File: src/rtl/myalu_seq.sv
// Handshaked ALU: add/sub, logic, shifts, set-less-than, iterative multiply.
// Ports: clk, reset (async low); in_valid/in_ready, A, B, opcode in;
//        out_valid pulse, result, carryout, overflow, zero, busy out.
module myalu_seq #(
   parameter int NUMBITS = 16
) (
   input  logic               clk,
   input  logic               reset,
   input  logic               in_valid,
   output logic               in_ready,
   input  logic [NUMBITS-1:0] A,
   input  logic [NUMBITS-1:0] B,
   input  logic [3:0]         opcode,
   output logic               out_valid,
   output logic [NUMBITS-1:0] result,
   output logic               carryout,
   output logic               overflow,
   output logic               zero,
   output logic               busy
);

   localparam int SW = $clog2(NUMBITS);
   localparam int DW = 2 * NUMBITS;
   localparam logic [SW-1:0] CNT_LAST = SW'(NUMBITS - 1);

   localparam logic [3:0] OP_ADDU = 4'b0000;
   localparam logic [3:0] OP_ADDS = 4'b0001;
   localparam logic [3:0] OP_SUBU = 4'b0010;
   localparam logic [3:0] OP_SUBS = 4'b0011;
   localparam logic [3:0] OP_AND  = 4'b0100;
   localparam logic [3:0] OP_OR   = 4'b0101;
   localparam logic [3:0] OP_XOR  = 4'b0110;
   localparam logic [3:0] OP_SHR1 = 4'b0111;
   localparam logic [3:0] OP_SLL  = 4'b1000;
   localparam logic [3:0] OP_SRL  = 4'b1001;
   localparam logic [3:0] OP_SRA  = 4'b1010;
   localparam logic [3:0] OP_MUL  = 4'b1011;
   localparam logic [3:0] OP_SLT  = 4'b1100;
   localparam logic [3:0] OP_SLTU = 4'b1101;

   typedef enum logic {
      IDLE,
      MUL
   } state_t;

   state_t state, state_nx;

   logic accept;
   logic ld_mul;
   logic alu_done;
   logic mul_done;

   logic [NUMBITS:0]   sum;
   logic [NUMBITS:0]   dif;
   logic [SW-1:0]      shamt;
   logic               sa;
   logic               sb;
   logic [NUMBITS-1:0] alu_res;
   logic               alu_c;
   logic               alu_o;

   logic [DW-1:0]      mcand;
   logic [DW-1:0]      acc;
   logic [DW-1:0]      acc_sum;
   logic [NUMBITS-1:0] mplr;
   logic [SW-1:0]      cnt;
   logic               mul_hi;

   assign in_ready = (state == IDLE);
   assign busy     = (state == MUL);
   assign accept   = in_valid && in_ready;

   // ---------------- single-cycle datapath ----------------
   assign sum   = {1'b0, A} + {1'b0, B};
   assign dif   = {1'b0, A} - {1'b0, B};
   assign shamt = B[SW-1:0];
   assign sa    = A[NUMBITS-1];
   assign sb    = B[NUMBITS-1];

   always_comb begin
      alu_res = '0;
      alu_c   = 1'b0;
      alu_o   = 1'b0;
      unique case (opcode)
         OP_ADDU: begin
            alu_res = sum[NUMBITS-1:0];
            alu_c   = sum[NUMBITS];
         end
         OP_ADDS: begin
            alu_res = sum[NUMBITS-1:0];
            alu_c   = sum[NUMBITS];
            alu_o   = (sa == sb) && (sum[NUMBITS-1] != sa);
         end
         OP_SUBU: begin
            alu_res = dif[NUMBITS-1:0];
            alu_c   = dif[NUMBITS];
         end
         OP_SUBS: begin
            alu_res = dif[NUMBITS-1:0];
            alu_c   = dif[NUMBITS];
            alu_o   = (sa != sb) && (dif[NUMBITS-1] != sa);
         end
         OP_AND:  alu_res = A & B;
         OP_OR:   alu_res = A | B;
         OP_XOR:  alu_res = A ^ B;
         OP_SHR1: alu_res = A >> 1;
         OP_SLL:  alu_res = A << shamt;
         OP_SRL:  alu_res = A >> shamt;
         OP_SRA:  alu_res = $signed(A) >>> shamt;
         OP_SLT: begin
            alu_res = {{(NUMBITS-1){1'b0}},
                       ($signed(A) < $signed(B))};
         end
         OP_SLTU: begin
            alu_res = {{(NUMBITS-1){1'b0}}, (A < B)};
         end
         // reserved codes and OP_MUL leave result at 0
         default: alu_res = '0;
      endcase
   end

   // ---------------- multiplier step ----------------
   // Final iteration's sum goes straight to the outputs,
   // so completion does not cost an extra cycle.
   assign acc_sum = acc + (mplr[0] ? mcand : '0);
   assign mul_hi  = |acc_sum[DW-1:NUMBITS];

   // ---------------- FSM ----------------
   always_ff @(posedge clk or negedge reset) begin
      if (!reset) state <= IDLE;
      else        state <= state_nx;
   end

   always_comb begin
      state_nx = state;
      ld_mul   = 1'b0;
      alu_done = 1'b0;
      mul_done = 1'b0;
      unique case (state)
         IDLE: begin
            if (accept) begin
               if (opcode == OP_MUL) begin
                  ld_mul   = 1'b1;
                  state_nx = MUL;
               end else begin
                  alu_done = 1'b1;
               end
            end
         end
         MUL: begin
            if (cnt == CNT_LAST) begin
               mul_done = 1'b1;
               state_nx = IDLE;
            end
         end
         default: state_nx = IDLE;
      endcase
   end

   // ---------------- multiplier registers ----------------
   always_ff @(posedge clk or negedge reset) begin
      if (!reset) begin
         mcand <= '0;
         acc   <= '0;
         mplr  <= '0;
         cnt   <= '0;
      end else if (ld_mul) begin
         mcand <= {{NUMBITS{1'b0}}, A};
         acc   <= '0;
         mplr  <= B;
         cnt   <= '0;
      end else if (state == MUL) begin
         acc   <= acc_sum;
         mcand <= mcand << 1;
         mplr  <= mplr >> 1;
         cnt   <= cnt + SW'(1);
      end
   end

   // ---------------- output registers ----------------
   always_ff @(posedge clk or negedge reset) begin
      if (!reset) begin
         result    <= '0;
         carryout  <= 1'b0;
         overflow  <= 1'b0;
         zero      <= 1'b0;
         out_valid <= 1'b0;
      end else begin
         out_valid <= 1'b0;
         if (alu_done) begin
            result    <= alu_res;
            carryout  <= alu_c;
            overflow  <= alu_o;
            zero      <= (alu_res == '0);
            out_valid <= 1'b1;
         end else if (mul_done) begin
            result    <= acc_sum[NUMBITS-1:0];
            carryout  <= mul_hi;
            overflow  <= mul_hi;
            zero      <= (acc_sum[NUMBITS-1:0] == '0);
            out_valid <= 1'b1;
         end
      end
   end

endmodule

File: config.mk
export PLATFORM = sky130hd
export DESIGN_NAME = myalu_seq
export DESIGN_NICKNAME = d
export VERILOG_FILES = /design/src/rtl/myalu_seq.sv
export SDC_FILE = /design/constraint.sdc
export NUM_CORES = 1
export LEC_CHECK = 0
export BUFFER_PORTS_ARGS = -buffer_cell sky130_fd_sc_hd__buf_2
export CAP_MARGIN = 20
export CORE_ASPECT_RATIO = 2
export CORE_MARGIN = 3
export CORE_UTILIZATION = 65
export CTS_CLUSTER_DIAMETER = 80
export DETAILED_ROUTE_END_ITERATION = 10
export PLACE_DENSITY = 0.84
export SYNTH_ARGS = -nofsm -noshare
export SYNTH_HDL_FRONTEND = slang
export SYNTH_SLANG_ARGS = --single-unit
File: constraint.sdc
create_clock -name clk -period 7.6 [get_ports clk]
set_input_delay 0 -clock clk [delete_from_list [all_inputs] [get_ports clk]]
set_output_delay 0 -clock clk [all_outputs]
set_load 0.005 [all_outputs]
* After elaboration in Yosys (flattened, before gate mapping) *
Cells that the tools add are included.
W data, S select, Z words.

word-level totals
  flip-flop bits (word level) = 105
  input port bits = 39
  output and inout port bits = 22
  logic and storage cells = 83

cells by class
  add/subtract/negate cells = 4
  magnitude comparators = 2
  eq/ne operators = 18
  shift operators = 3
  muxes and demuxes = 31
  bitwise gates (word level) = 4
  reductions and logical operators = 11

operator list
  kind                   count
  $pmux W16 S11          1
  $mux W32               5
  $mux W16               4
  $add A32 B32 Y32       1
  $logic_not A16 Y1      2
  $lt A16 B16 Y1         2
  $eq A4 B4 Y1 const B   7
  $add A16 B16 Y17       1
  $sub A16 B16 Y17       1
  $and A16 B16 Y16       1
  $eq A4 B3 Y1 const B   4
  $mux W1                16
  $or A16 B16 Y16        1
  $reduce_or A16 Y1      1
  $shl A16 B4 Y16        1
  $shr A16 B4 Y16        1
  $sshr A16 B4 Y16       1
  $xor A16 B16 Y16       1
  $eq A4 B2 Y1 const B   2
  $mux W4                2
  $pmux W1 S2            3
  $add A4 B1 Y4 const B  1
  $eq A4 B1 Y1 const B   1
  $logic_not A4 Y1       1
  other kinds (6)        12

* Longest topological paths before layout *
  depth after elaboration = 5
  gate-level depth with buffers = 14
  mapped depth without buffers = 12

* Worst setup path before layout *
No wires, ideal clock.

  kind = register to register
  start point = register mplr[0]
  end point = register overflow
  library setup time = 124 ps
  arrival = 3107 ps
  slack = 4369 ps
  cell stages (with the launch flop) = 14
  period minus slack after synthesis = 3231 ps
  cells stage by stage = dfrtp_1 clkbuf_1 and2_1 ha_1 buf_6 a21o_1 a311oi_2 o21bai_1 or4_1 and3_1 or3_1 nor4_2 a31oi_1 or2_1

on the way
  cells in the longest elaborated chain, start to end = 5

ends and longest elaborated chain
  what                      line  source
  start: declaration        65    logic [NUMBITS-1:0] mplr;
  start signal: assignment  175   mplr <= mplr >> 1;
  $mux W32                  125   assign acc_sum = acc + (mplr[0] ? mcand : '0);
  $add A32 B32 Y32          125
  $reduce_or A16 Y1         126   assign mul_hi = |acc_sum[DW-1:NUMBITS];
  $mux W1                   196   end else if (mul_done) begin
  $mux W1                   190   if (alu_done) begin
  end signal: assignment    193   overflow <= alu_o;
  end signal: assignment    199   overflow <= mul_hi;
  end: declaration          17    output logic overflow,

No other way between the ends. The select of a mux whose other input is x is not followed.
A chain may end at the register's enable or synchronous reset.

* Final worst setup path *
Same ends and word-level chain as after synthesis.

==> results.cfg <==
[cts]
clock-root-buffer = clkbuf_16
clkSinkCount = 105
cts_repair_resize_count = 0
cts_tree = yes
cts_buffers = 9
clockBufferDepth = 2
insertion_delay_ps = 360
path_clk_slew_ps = 70
htree_levels = 3

[power_and_ir_drop]
p_switching_mw = 1.31
power_density_mw_per_mm2 = 240
intPower_mw = 1.47
comb_power_share = 0.473
total_leakage_power_nw = 5.36
clockPowerShare = 0.168
ir_drop_uv = 145
seq_power_share = 0.359
p_sw_frac = 0.471

[drt]
first_pass_iters = 8
dr_total_vias = 11601
wire_per_inst_um = 26.3
viasPerCell = 7.35
wirelength_mm = 41.6
drt-initial-drc-count = 1183
drcViolationCount = 0
ant_nets = 0

[yosys]
syn_nets = 1491
yosysWarnings = 0
ys_ff_latch = 105
async_flop_share = 1.00
synth_edf_count = 0
yosysUniqueCellTypes = 85
synth_top_flop_cell = dfrtp_1
netlist_area_mm2 = 0.0109
synth-seq-area-share = 0.241
syn_avg_cell_area_um2 = 7.99
postSynthCellCount = 1362

[worst_hold_path]
holdPathStages = 3
worstHoldPathType = input pin to flop
hp-start = A[2]
min_to = mcand[2]

[floorplanning]
ios = 61
rows = 66
start_util = 0.666
die_area_mm2 = 0.0184
core_mm2 = 0.0164
die_h_um = 189
die_w_um = 97.5

[placed_design]
dp.cells = 1548
placed_area_mm2 = 0.0112
port_buffers = 60
dpl.hpwl_mm = 30.5
preCtsSetupSlack_ps = 3560
gp_congestion = 1.09

[critical_path]
end_kind = flop
cp_num_cells = 11
cp_num_buf_inv = 0
cp_data_required_time_ps = 7840
r2r_end = overflow
cp.arrival_ps = 4470
critical_path_class = flop to flop
rr_worst_depth = 11
path_max_fanout = 33
worst_path_max_delay_cell = dfrtp_1
cp_top_family = compound AO/OA/AOI/OAI gates
crit_chain = and2_1 > ha_1 > a21oi_2 > o21bai_1 > a2111oi_0 > a31oi_1 > xnor2_1 > or3_1 > nor4_2 > a31oi_1 > or2_1
path_common_cell = a31oi_1
ff2ff_setup_slack_ps = 3370
cpPeakStageDelay_ps = 1020
critPathLaunchType = flop
rr_startpoint = mplr[0]

[global_routing]
grt_usage = 0.443
grt_antenna_before_repair = 2
grt_pass1_vias = 11411
grt_overflow = 0
grt_pass1_wl_mm = 63.7
grt_max_degree = 76

[layout]
final_cell_area_mm2 = 0.0116
final_common_cell = nand2_1
layout_common_cells = nand2_1 (224), dfrtp_1 (104), o21ai_0 (97)
drive_gt1_frac = 0.110
nNetsFinal = 1498
area_growth_pct = 6.39
instances_no_fill = 1578

[run_status]
status = completed

[timing]
max_slew.worst_pin.slew_ps = 1190
slew_headroom = 0.198
fin_skew_ps = 9.04
min_period_over_period = 0.556
finalSetupViolCount = 0
timing.setup.tns_ps = 0
slew_viol_final = 0
finalHoldViolCount = 0
rsz0062_at_grt = false
max_freq_ghz = 0.237
setup_ws_ps = 3370
fin_crit_ps = 4230

[job]
max_cap_violations = 0
[tightest hold or removal path, cell delays in order]
cell     delay, ps
buf_2          220
a22oi_1        110
nand2_1         60
[worst max path at each step]
stage | end | slack (ps) | start
floorplan | overflow | 4370 | mplr[0]
global placement | zero | 3650 | mplr[0]
detailed placement | overflow | 3560 | mplr[0]
CTS | overflow | 3500 | mplr[0]
global route | overflow | 3160 | mplr[0]
finish | overflow | 3370 | mplr[0]
[power by group through the flow]
stage	registers (mW)	logic, mW	clock network, mW
6_report	0.997	1.31	0.468
5_1_grt	1.01	1.42	0.486
4_1_cts	0.982	1.27	0.461
3_5_place_dp	0.988	1.25	0
3_3_place_gp	0.982	1.22	0
2_1_floorplan	0.881	0.921	0
[layer usage]
layer	track usage	vias to the layer above	routed length, um	part of all wire
li1	-	5027	-	-
met1	0.453	5442	13000	0.31
met2	0.756	849	20200	0.49
met3	0.0782	283	3620	0.087
met4	0.401	0	4680	0.11
met5	0	-	0	0
[layout make-up]
type / count / area [um2]
multi-input combinational: 1099 / 7620
fill: 1315 / 4770
sequential: 105 / 2630
timing repair buffer: 85 / 526
inverter: 69 / 259
tap: 204 / 255
clock buffer: 10 / 239
clock inverter: 5 / 47.5
antenna: 1 / 2.50
[flip-flops by register name (all words and copies together), names as in the netlist, 4 cells and up]
register  cells
acc          32
mcand        32
mplr         16
result       16
cnt           4
[through the flow]
stage	total power, mW	utilization	hold WS, ps
after CTS	2.71	0.708	47.6
after detailed placement	2.24	0.682	-51.8
after global routing	2.92	0.708	80.4
after floorplan	1.80	-	-296
final	2.78	0.708	70.9
after global placement	2.20	0.682	-58.5
[kinds of logic after synthesis]
family                     count (synthesis)  share of synthesized area
adders and majority gates                 90                      0.106
DFF                                      105                      0.241
muxes                                     60                     0.0831
xor gates and xnor gates                  37                     0.0298
AOI/OAI and AO/OA                        417                      0.261
buffers and inverters                    158                     0.0594
and+or+nand+nor                          495                      0.220
[synth_stat cells (7+ instances only)]
library cell | n | area [um2]
nand2_1 | 224 | 841
dfrtp_1 | 105 | 2630
o21ai_0 | 97 | 485
ha_1 | 87 | 1090
a21oi_1 | 73 | 365
nor2_1 | 70 | 263
inv_1 | 67 | 251
clkbuf_1 | 59 | 221
a22oi_1 | 45 | 338
and2_1 | 38 | 238
nor3_1 | 28 | 140
nand3_1 | 25 | 125
xnor2_1 | 25 | 219
mux2i_1 | 24 | 240
o211ai_1 | 24 | 180
mux4_2 | 23 | 518
a21o_1 | 19 | 143
a31oi_1 | 17 | 106
and3_1 | 15 | 93.8
buf_2 | 15 | 75.1
nand2b_1 | 15 | 93.8
mux2_2 | 13 | 146
nand4_1 | 13 | 81.3
nor4_1 | 12 | 75.1
xor2_1 | 12 | 105
a211oi_1 | 11 | 82.6
or3_1 | 10 | 62.6
o21bai_1 | 9 | 67.6
a22o_1 | 8 | 70.1
o22ai_1 | 8 | 50.1
o31ai_1 | 8 | 60.1
a211o_1 | 7 | 61.3
and4_1 | 7 | 61.3
buf_1 | 7 | 26.3
nor2b_1 | 7 | 43.8
o21a_1 | 7 | 52.6
[what timing repair did]
item | in CTS | in global routing
setup buffers | 0 | 0
hold buffers | 14 | 0
endpoints found under the hold margin | 43 | 0
(Power assumes the default switching activity.)
